$ cat src/rtl/if_prefetch.sv
// Instruction fetch unit with a DEPTH-entry prefetch queue.
// Issues sequential word fetches, buffers {pc, inst, fault} entries and hands
// them to decode over valid/ready. A redirect flushes the queue and restarts
// fetch; a bus error queues a fault entry and halts fetching until redirected.
module if_prefetch #(
  parameter logic [63:0] PC_START = 64'h0000_0000_8000_0000,
  parameter int unsigned DEPTH    = 4
) (
  input  logic        clk,
  input  logic        rst,
  input  logic        redirect_valid,
  input  logic [63:0] redirect_pc,
  output logic        if_valid,
  input  logic        if_ready,
  output logic [63:0] if_addr,
  output logic [1:0]  if_size,
  input  logic [63:0] if_data_read,
  input  logic [1:0]  if_resp,
  output logic        out_valid,
  input  logic        out_ready,
  output logic [63:0] out_pc,
  output logic [31:0] out_inst,
  output logic        out_fault
);

  localparam int unsigned AW = $clog2(DEPTH);
  localparam logic [1:0]    SIZE_W  = 2'b10;
  localparam logic [AW:0]   FULL    = (AW+1)'(DEPTH);
  localparam logic [AW:0]   CNT_ONE = (AW+1)'(1);
  localparam logic [AW-1:0] PTR_ONE = AW'(1);

  typedef enum logic {
    MODE_FETCH,
    MODE_HALT
  } mode_e;

  mode_e         mode_q, mode_d;
  logic [63:0]   fetch_pc_q, fetch_pc_d;
  logic [AW-1:0] rd_ptr_q, rd_ptr_d;
  logic [AW-1:0] wr_ptr_q, wr_ptr_d;
  logic [AW:0]   count_q, count_d;

  logic [63:0]   q_pc_q    [DEPTH];
  logic [31:0]   q_inst_q  [DEPTH];
  logic          q_fault_q [DEPTH];

  logic          push, pop, push_fault;
  logic [31:0]   push_word;

  assign if_valid   = (mode_q == MODE_FETCH) && (count_q < FULL) && !redirect_valid;
  assign if_addr    = fetch_pc_q;
  assign if_size    = SIZE_W;
  assign push       = if_valid && if_ready;
  assign push_fault = (if_resp != 2'b00);
  assign push_word  = push_fault ? 32'h0 :
                      (fetch_pc_q[2] ? if_data_read[63:32] : if_data_read[31:0]);

  assign out_valid  = (count_q != '0);
  assign pop        = out_valid && out_ready;
  assign out_pc     = out_valid ? q_pc_q[rd_ptr_q]    : '0;
  assign out_inst   = out_valid ? q_inst_q[rd_ptr_q]  : '0;
  assign out_fault  = out_valid ? q_fault_q[rd_ptr_q] : 1'b0;

  // Next-state: redirect overrides push/pop; push and pop together keep count.
  always_comb begin
    mode_d     = mode_q;
    fetch_pc_d = fetch_pc_q;
    rd_ptr_d   = rd_ptr_q;
    wr_ptr_d   = wr_ptr_q;
    count_d    = count_q;
    if (redirect_valid) begin
      mode_d     = MODE_FETCH;
      fetch_pc_d = {redirect_pc[63:2], 2'b00};
      rd_ptr_d   = '0;
      wr_ptr_d   = '0;
      count_d    = '0;
    end else begin
      if (push) begin
        wr_ptr_d   = wr_ptr_q + PTR_ONE;
        fetch_pc_d = fetch_pc_q + 64'd4;
        if (push_fault) begin
          mode_d = MODE_HALT;
        end
      end
      if (pop) begin
        rd_ptr_d = rd_ptr_q + PTR_ONE;
      end
      case ({push, pop})
        2'b10:   count_d = count_q + CNT_ONE;
        2'b01:   count_d = count_q - CNT_ONE;
        default: count_d = count_q;
      endcase
    end
  end

  // Control state register; reset empties the queue immediately via count.
  always_ff @(posedge clk or posedge rst) begin
    if (rst) begin
      mode_q     <= MODE_FETCH;
      fetch_pc_q <= PC_START;
      rd_ptr_q   <= '0;
      wr_ptr_q   <= '0;
      count_q    <= '0;
    end else begin
      mode_q     <= mode_d;
      fetch_pc_q <= fetch_pc_d;
      rd_ptr_q   <= rd_ptr_d;
      wr_ptr_q   <= wr_ptr_d;
      count_q    <= count_d;
    end
  end

  // Queue storage; contents are only meaningful below count, so no reset.
  always_ff @(posedge clk) begin
    if (push) begin
      q_pc_q[wr_ptr_q]    <= fetch_pc_q;
      q_inst_q[wr_ptr_q]  <= push_word;
      q_fault_q[wr_ptr_q] <= push_fault;
    end
  end

endmodule

$ cat config.mk
export PLATFORM = sky130hd
export DESIGN_NAME = if_prefetch
export DESIGN_NICKNAME = d
export VERILOG_FILES = /design/src/rtl/if_prefetch.sv
export SDC_FILE = /design/constraint.sdc
export NUM_CORES = 1
export LEC_CHECK = 0
export CAP_MARGIN = 20
export CELL_PAD_IN_SITES_DETAIL_PLACEMENT = 2
export CELL_PAD_IN_SITES_GLOBAL_PLACEMENT = 2
export CORE_ASPECT_RATIO = 0.5
export CORE_MARGIN = 5
export CORE_UTILIZATION = 40
export DETAILED_ROUTE_END_ITERATION = 12
export PLACE_DENSITY = 0.88
export SLEW_MARGIN = 25
export SYNTH_ARGS = -nofsm -noshare
export SYNTH_HDL_FRONTEND = slang
export SYNTH_SLANG_ARGS = --single-unit
$ cat constraint.sdc
create_clock -name clk -period 8 [get_ports clk]
set_input_delay 0.8 -clock clk [delete_from_list [all_inputs] [get_ports clk]]
set_output_delay 0.8 -clock clk [all_outputs]
set_load 0.05 [all_outputs]
### Yosys cells after proc, flatten, opt, wreduce, memory -nomap -nowiden

Memories as Yosys holds them, arrays and structs flattened.
Cells that the tools add are included.
Widths: inputs -> output; s select.

| word-level totals | value |
|---|---|
| bits in registers | 72 |
| latch bits | 0 |
| bits in writable memories | 388 |
| bits in read-only memories | 0 |
| memories kept | 3 |

| operators by class | value |
|---|---|
| add/subtract/negate cells | 5 |
| multiply operators | 0 |
| div/mod/pow operators | 0 |
| $lt $le $gt $ge | 1 |
| equality and inequality tests | 2 |
| shift-type cells | 0 |
| mux-type cells | 18 |
| bitwise gates (word level) | 1 |
| reductions and logical operators | 12 |

Memory list:

| name | depth | bits a word | rd ports | clocked after memory_dff | wr ports | line | source |
|---|---|---|---|---|---|---|---|
| q_pc_q | 4 | 64 | 1 | 0 | 1 | 43 | `logic [63:0] q_pc_q [DEPTH];` |
| q_inst_q | 4 | 32 | 1 | 0 | 1 | 44 | `logic [31:0] q_inst_q [DEPTH];` |
| q_fault_q | 4 | 1 | 1 | 0 | 1 | 45 | `logic q_fault_q [DEPTH];` |

Operator list:

| cell | count |
|---|---|
| $mux 64 | 3 |
| $mux 32 | 3 |
| $add 64x3->64 const B | 1 |
| $mux 2 | 4 |
| $reduce_bool 2->1 | 4 |
| $mux 1 | 6 |
| $pmux 3 s2 | 1 |
| $reduce_bool 3->1 | 2 |
| $add 2x1->2 const B | 2 |
| $logic_and 1x1->1 | 4 |
| $add 3x1->3 const B | 1 |
| $lt 3x3->1 const B | 1 |
| $mux 3 | 1 |
| $sub 3x1->3 const B | 1 |
| $eq 2x1->1 const B | 1 |
| $eq 2x2->1 const B | 1 |
| $reduce_and 2->1 | 1 |
| $logic_not 1->1 | 1 |
| $not 1->1 | 1 |

### Depth between registers and ports, before layout

Gate-level depths: netlist (run 1).

| depth | value |
|---|---|
| word-level depth | 7 |
| depth in mapped cells | 9 |

### Worst setup path after synthesis (run 1)

No wires, ideal clock.

| timing | value |
|---|---|
| path type | in2reg |
| start point | input port redirect_valid |
| end point | memory q_fault_q[0] (enable) |
| library setup time | 0.464 ns |
| arrival | 3.685 ns |
| required time | 7.536 ns |
| setup slack | 3.850 ns |
| stages | 2 |
| cells stage by stage | nor4b_1 and2_1 |

| on the way | value |
|---|---|
| longest elaborated chain between the ends | 5 |

Ends and longest elaborated chain:

| element | line | source |
|---|---|---|
| from (decl) | 11 | `input logic redirect_valid,` |
| $logic_not 1->1 | 50 | `assign if_valid = (mode_q == MODE_FETCH) && (count_q < FULL) && !redirect_valid;` |
| $logic_and 1x1->1 | 50 |  |
| $logic_and 1x1->1 | 53 | `assign push = if_valid && if_ready;` |
| $mux 1 | 115 | `if (push) begin` |
| $mux 1 (implied by the code) | 118 | `q_fault_q[wr_ptr_q] <= push_fault;` |
| to (decl) | 45 |  |

No other way between the ends.

### Final worst setup path (run 1)

| timing | value |
|---|---|
| start point | register rd_ptr_q[1] |
| end point | output port out_inst[7] |

| on the way | value |
|---|---|
| longest elaborated chain between the ends | 2 |

Ends and longest elaborated chain:

| element | line | source |
|---|---|---|
| from (decl) | 39 | `logic [AW-1:0] rd_ptr_q, rd_ptr_d;` |
| from (signal assigned) | 107 | `rd_ptr_q <= rd_ptr_d;` |
| $mem_v2 4x32 | - |  |
| $mux 32 | 61 | `assign out_inst = out_valid ? q_inst_q[rd_ptr_q] : '0;` |
| to (decl) | 22 | `output logic [31:0] out_inst,` |

No other way between the ends.

==> flow_summary_export.csv, run 1 <==
group,metric,value,unit
run_status,status,"complete, no violations",
pwr,p_total,8.11,mW
clocking,postCtsSetupBuffers,0,
sta,slew_headroom,34.8,%
yosys,syn-cell-area,19100,um^2
placement,dp_hpwl,41700,um
yosys,synth-seq-area-share,69.0,%
yosys,ys_ff_latch,450,
sta,skew,0.0322,ns
worst_setup_path,crit_type,"reg -> out",
route,drc,0,
yosys,syn_inst,1189,
yosys,syn_area_per_cell,16.0,um^2
clocking,clock_sinks,450,
cells_and_area,synthToLayoutAreaGrowth,26.1,%
worst_setup_path,critical_path_arrival,3.81,ns
route,ant_nets,0,
worst_setup_path,cpMaxStageDelayCell,"dfrtp_4",
worst_hold_path,hold_start,"wr_ptr_q[1]$_DFFE_PP0P_",
route,vias,13200,
floorplanning,dieArea,52400,um^2
route,via_per_inst,6.17,
sta,hold_violations,0,
clocking,clkTransAtPathRegs,0.07,ns
sta,worst_pin_slew,0.978,ns
grt,grt_pass1_wl,109000,um
placement,port_buffers,291,
yosys,synth_ff_type,"edfxtp_1",
clocking,htreeDepth,2,
clocking,clockBufferDepth,3,
grt,grt.overflow.total,0,
worst_setup_path,reg2regPathDepth,6,
grt,grt_usage,28.0,%
worst_setup_path,critPathMaxFanout,52,
grt,grt_pass1_vias,14300,
yosys,synth-async-reset-ratio,15.6,%
clocking,clk_latency,0.57,ns
worst_hold_path,hold_end,"wr_ptr_q[1]$_DFFE_PP0P_",
cells_and_area,drive_gt1_share,12.6,%
sta,report.final.slew_viol_count,0,
worst_setup_path,crit_chain,"buf_4 -> mux4_2 -> and2_1 -> clkdlybuf4s50_1",
cells_and_area,nets,1608,
worst_setup_path,critPathLaunchType,"register",
yosys,synth_warnings,0,
floorplanning,fp.dieH,164,um
worst_setup_path,crit_family,"buffers and inverters",
clocking,cts_tree,"done",
job,max_cap_violations,0,
yosys,synthTopCellsByArea,"edfxtp_1, mux4_2, dfrtp_1",
sta,rsz0062_at_grt,"false",
cells_and_area,finish.utilization,51.2,%
worst_setup_path,crit_required,7.20,ns
sta,setup_slack,3.39,ns
worst_setup_path,cp.depth,4,
pwr,vdd_ir_drop_max,0.000255,V
yosys,synth_edf_count,380,
worst_setup_path,r2r_setup_slack,4.19,ns
pwr,p_leak,7.90,nW
clocking,hold_buffers,0,
worst_setup_path,critPathCaptureType,"output port",
sta,fmax,0.217,GHz
sta,fin_crit,4.61,ns
sta,finalCritPeriodShare,57.7,%
clocking,ctsRootBufferMaster,"clkbuf_16",
placement,place_ws,3.78,ns
worst_setup_path,timing.rr.start,"if_addr[3]$_DFFE_PP0P_",
route,drt-pass1-iter-count,5,
floorplanning,rows,56,
clocking,cts_made_buffers,42,
yosys,yosys.area.top_type_share,59.8,%
clocking,ctsResizeCount,0,
sta,setup_viol,0,
route,routed_wl,74800,um
floorplanning,fp.coreArea,47000,um^2
route,wl_per_cell,34.9,um
sta,setup_tns,0,ns
worst_hold_path,hold_path_class,"reg -> reg",
route,dr.first_iter.drc_count,1449,
placement,globalplace.congestion,0.843,
floorplanning,io_pins,300,
worst_hold_path,holdPathStages,2,
pwr,powerDensity,337,nW/um^2
floorplanning,start_util,40.6,%
worst_setup_path,cp_num_buf_inv,2,
grt,grt_max_degree,99,
worst_setup_path,slowest_delay,0.96,ns
yosys,synth_cell_type_count,50,
floorplanning,die_x,319,um
yosys,synth.largest_area_cell,"edfxtp_1",
worst_setup_path,timing.rr.end,"if_addr[42]$_DFFE_PP0P_",
grt,antenna_found_initial,3,
[cell usage in the layout, fill, tap and decap left out, drive strengths merged, types with 3 or more instances in the layout]
cell,instances
inv,11
mux2i,34
conb,6
nand2,71
nor4,9
xnor2,19
ha,5
edfxtp,380
nand4b,3
bufinv,4
xor2,17
a21oi,6
and2,104
nor3,9
o21ai,38
diode,3
o31ai,8
a221oi,3
clkdlybuf4s50,290
and3,9
or3,13
nand4,33
nor2,69
clkinv,19
o211ai,10
dfrtp,69
buf,16
clkbuf,54
o41ai,3
mux4,95
a31oi,18
nand3,28
or4,15
nor2b,4
and4,10
[where the power goes]
group / switching, mW / leakage, nW / internal (mW) / total [mW]
clock network: 0.985 / 0.682 / 1.17 / 2.16
logic: 1.95 / 2.93 / 1.05 / 3.01
registers: 0.211 / 4.29 / 2.73 / 2.94
[cell usage after synthesis (all sizes together), types with 3 or more instances]
library cell	number
a21oi	6
a221oi	3
a31oi	18
and2	104
and3	9
and4	10
buf	26
clkbuf	50
dfrtp	69
edfxtp	380
ha	5
inv	11
mux2i	34
mux4	95
nand2	71
nand3	28
nand4	33
nand4b	3
nor2	69
nor2b	4
nor3	9
nor4	9
o211ai	10
o21ai	38
o31ai	8
o41ai	3
or3	13
or4	15
xnor2	19
xor2	17
[sequential cells by signal (all words and copies together) (netlist names)]
signal     cells
q_pc_q       248
q_inst_q     128
wr_ptr_q       2
count_q        3
q_fault_q      4
mode_q         1
if_addr       62
rd_ptr_q       2
[per-stage QoR]
step	instance area, um^2	std cells	hold WS [ns]
detailed placement	22600	2060	0.602
finish	24000	2142	0.666
floorplan	19100	1193	0.523
CTS	24000	2138	0.650
global placement	22600	2060	0.558
global route	24000	2142	0.662
[worst register-to-register path, cell delays in order (launching register included)]
cell	delay (ns)
dfrtp_1	0.56
ha_1	0.37
nand4_1	0.25
or4_1	0.71
or3_1	0.82
or4_1	0.67
a31oi_1	0.30
[how the worst max path moves through the flow]
stage	endpoint	from
finish	out_inst[7]	rd_ptr_q[1]$_DFFE_PP0P_
detailed placement	out_pc[31]	rd_ptr_q[0]$_DFFE_PP0P_
global placement	out_pc[31]	rd_ptr_q[0]$_DFFE_PP0P_
global route	out_inst[7]	rd_ptr_q[0]$_DFFE_PP0P_
floorplan	q_fault_q[0]$_DFFE_PP_	redirect_valid
CTS	out_inst[7]	rd_ptr_q[0]$_DFFE_PP0P_
[logic make-up (layout without fill, tap and decap cells)]
group,after synthesis,in the layout,synth area share (%)
adder cells (fa/ha/maj),6,6,0.433
flip-flops,450,450,69.0
AO/OA/AOI/OAI,92,92,3.00
XOR/XNOR,36,36,1.65
other,2,9,0.0394
multiplexers,130,130,13.1
buffers and inverters,87,395,1.89
AND/OR/NAND/NOR,386,386,10.9
[metal layers]
layer | global-route usage [%] | vias up | wire length, um
li1 | - | 5164 | -
met1 | 34.7 | 7116 | 28200
met2 | 50.4 | 718 | 38900
met3 | 3.88 | 209 | 4120
met4 | 11.7 | 0 | 3630
met5 | 0 | - | 0
[final cells by class]
type,count,area [um^2]
timing repair buffer,306,3050
clock buffer,54,1180
tap,638,798
antenna,3,7.51
fill,4157,23000
clock inverter,24,209
inverter,11,41.3
multi-input combinational,656,5590
sequential,450,13200
Note: power is estimated with default switching activity, not from simulation.
==> run 2, diff against run 1 <==
--- a/config.mk
+++ b/config.mk
@@ -10,9 +10,9 @@
 export CELL_PAD_IN_SITES_GLOBAL_PLACEMENT = 2
 export CORE_ASPECT_RATIO = 0.5
 export CORE_MARGIN = 5
-export CORE_UTILIZATION = 40
+export CORE_UTILIZATION = 35
 export DETAILED_ROUTE_END_ITERATION = 12
-export PLACE_DENSITY = 0.88
+export PLACE_DENSITY = 0.82
 export SLEW_MARGIN = 25
 export SYNTH_ARGS = -nofsm -noshare
 export SYNTH_HDL_FRONTEND = slang
==> constraint.sdc (replaced) <==
create_clock -name clk -period 3.7 [get_ports clk]
set_input_delay 0.37 -clock clk [delete_from_list [all_inputs] [get_ports clk]]
set_output_delay 0.37 -clock clk [all_outputs]
set_load 0.05 [all_outputs]
==> run 2 against run 1 <==
  * Register-to-register slack got worse by 4.0 ns
  * Sequential power up 110%
  * Wire length is 16% lower
  * Cell count increased by 4.3%
  * Design area increased by 1.6%
  * First-iteration DRC count shrank 23%
==> flow_summary_export.csv, run 2 (synthesized netlist as in run 1, its figures left out) <==
group,metric,value,unit
worst_setup_path,critPathLaunchType,"register",
route,drt-pass1-iter-count,5,
placement,globalplace.congestion,0.820,
clocking,clkTransAtPathRegs,0.07,ns
worst_setup_path,crit_top_cell,"or4_1",
cells_and_area,drive_gt1_share,13.6,%
floorplanning,fp.coreArea,53800,um^2
grt,use_met2,37.9,%
clocking,cts_tree,"done",
worst_setup_path,slowest_delay,0.75,ns
clocking,clockBufferDepth,3,
clocking,clk_latency,0.56,ns
pwr,power.share.clock,26.0,%
grt,grt_max_degree,99,
grt,grt_util_met3,2.63,%
clocking,ctsRootBufferMaster,"clkbuf_16",
floorplanning,io_pins,300,
route,dr.first_iter.drc_count,1120,
sta,slew_headroom,37.7,%
worst_setup_path,cpMaxStageDelayCell,"or3_2",
cells_and_area,finish.utilization,45.4,%
worst_setup_path,crit_type,"reg -> reg",
grt,grt_usage,20.4,%
cells_and_area,fillers,4987,
pwr,power_switching,6.39,mW
clocking,htreeDepth,2,
cells_and_area,final_cell_count_no_fill,2234,
pwr,internal_power,10.8,mW
sta,skew,0.0161,ns
worst_setup_path,critPathCaptureType,"register",
clocking,clock_sinks,450,
worst_setup_path,timing.rr.end,"if_addr[50]$_DFFE_PP0P_",
clocking,hold_buffers,0,
grt,grt_pass1_vias,13900,
pwr,powerDensity,704,nW/um^2
cells_and_area,largest_reg_flops,248,
placement,dp_hpwl,40800,um
worst_hold_path,hold_path_class,"in -> async",
sta,fin_crit,3.52,ns
grt,antenna_found_initial,2,
grt,grt.overflow.total,0,
worst_setup_path,crit_chain,"ha_1 -> nand4_1 -> or4_1 -> or3_2 -> or4_1 -> a31oi_1",
clocking,cts_made_buffers,45,
route,drc,0,
worst_setup_path,critical_path_arrival,3.97,ns
placement,place_ws,0.180,ns
floorplanning,rows,60,
pwr,swShare,37.1,%
route,routed_wl,62500,um
sta,rsz0062_at_grt,"false",
pwr,seqPwrFrac,36.5,%
cells_and_area,most-common-layout-cells,"edfxtp_1, clkdlybuf4s50_1, and2_1",
worst_setup_path,crit_required,4.15,ns
grt,grt.busiest_layer,"met2",
sta,fmax,0.284,GHz
sta,worst_pin_slew,0.934,ns
sta,setup_tns,0,ns
cells_and_area,synthToLayoutAreaGrowth,28.1,%
sta,report.final.slew_viol_count,0,
floorplanning,start_util,35.4,%
worst_setup_path,reg2regPathDepth,6,
route,vias,12200,
cells_and_area,final_common_cell,"edfxtp_1",
sta,setup_viol,0,
floorplanning,fp.dieH,175,um
sta,finalCritPeriodShare,95.1,%
sta,setup_slack,0.182,ns
route,via_per_inst,5.45,
grt,grt_use_met1,24.0,%
sta,hold_violations,0,
cells_and_area,nets,1623,
floorplanning,die_x,340,um
floorplanning,dieArea,59600,um^2
placement,dp_cells,2147,
cells_and_area,regMostFlops,"q_pc_q",
route,ant_nets,0,
worst_setup_path,timing.rr.start,"if_addr[3]$_DFFE_PP0P_",
pwr,p_comb_share,37.5,%
grt,grt_pass1_wl,92600,um
placement,port_buffers,291,
worst_setup_path,critPathMaxFanout,19,
pwr,vdd_ir_drop_max,0.000485,V
worst_setup_path,r2r_setup_slack,0.18,ns
job,max_cap_violations,0,
route,wl_per_cell,28.0,um
pwr,p_leak,8.03,nW
run_status,status,"complete, no violations",
run 2: changes by cell type in the layout (fill, tap and decap cells not counted), sizes merged:
cell,change
clkinv,-9
bufinv,-4
diode,-1
clkinvlp,-1
inv,+1
clkbuf,+19
buf,+12
run 2: metrics by stage:
step / hold WS, ns / total power [mW] / instance area, um^2
floorplan: 0.490 / 10.4 / 19100
global placement: 0.557 / 12.6 / 23000
detailed placement: 0.621 / 12.8 / 23000
CTS: 0.247 / 17.4 / 24400
global route: 0.289 / 17.8 / 24400
finish: 0.269 / 17.2 / 24400
run 2: cell type report:
| class | count | area [um^2] | share of cell area [%] |
|---|---|---|---|
| Multi-Input combinational cell | 656 | 5590 | 22.9 |
| Tap cell | 713 | 892 | 3.65 |
| Sequential cell | 450 | 13200 | 53.9 |
| Inverter | 11 | 41.3 | 0.169 |
| Timing Repair Buffer | 318 | 3310 | 13.5 |
| Clock inverter | 11 | 55.1 | 0.225 |
| Clock buffer | 73 | 1370 | 5.62 |
| Antenna cell | 2 | 5.00 | 0.0205 |
run 2: worst max-delay path by stage:
stage | cells after the start | from | slack [ns] | end
floorplan | 9 | if_addr[3]$_DFFE_PP0P_ | 0.69 | if_addr[56]$_DFFE_PP0P_
global placement | 6 | if_ready | 0.41 | if_addr[48]$_DFFE_PP0P_
detailed placement | 6 | if_ready | 0.18 | if_addr[50]$_DFFE_PP0P_
CTS | 4 | rd_ptr_q[0]$_DFFE_PP0P_ | 0.05 | out_pc[31]
global route | 6 | if_addr[3]$_DFFE_PP0P_ | 0.03 | if_addr[50]$_DFFE_PP0P_
finish | 6 | if_addr[3]$_DFFE_PP0P_ | 0.18 | if_addr[50]$_DFFE_PP0P_
run 2: worst max-delay path, delay by kind of cell, from the launching register on:
kind                     cells  cell delay, ns
flip-flops                   1            0.52
AND/OR/NAND/NOR              4            2.26
AO/OA/AOI/OAI                1            0.27
adder cells (fa/ha/maj)      1            0.36
run 2: power groups by stage:
stage	clock network [mW]	registers, mW	logic, mW
2_1_floorplan	0	6.41	3.96
3_3_place_gp	0	6.33	6.27
3_5_place_dp	0	6.41	6.43
4_1_cts	4.57	6.31	6.48
5_1_grt	4.82	6.32	6.70
6_report	4.47	6.29	6.45
run 2: what timing repair did:
item / CTS / global route
hold endpoints to repair: 0 / 0
setup endpoints to repair: 0 / 5
gates resized for setup: 0 / 1
setup buffers: 0 / 1
run 2: layer usage:
metal / part of all wire [%] / vias to the layer above
li1: - / 5204
met4: 4.2 / 0
met3: 3.5 / 130
met5: 0 / -
met1: 38 / 6498
met2: 54 / 348
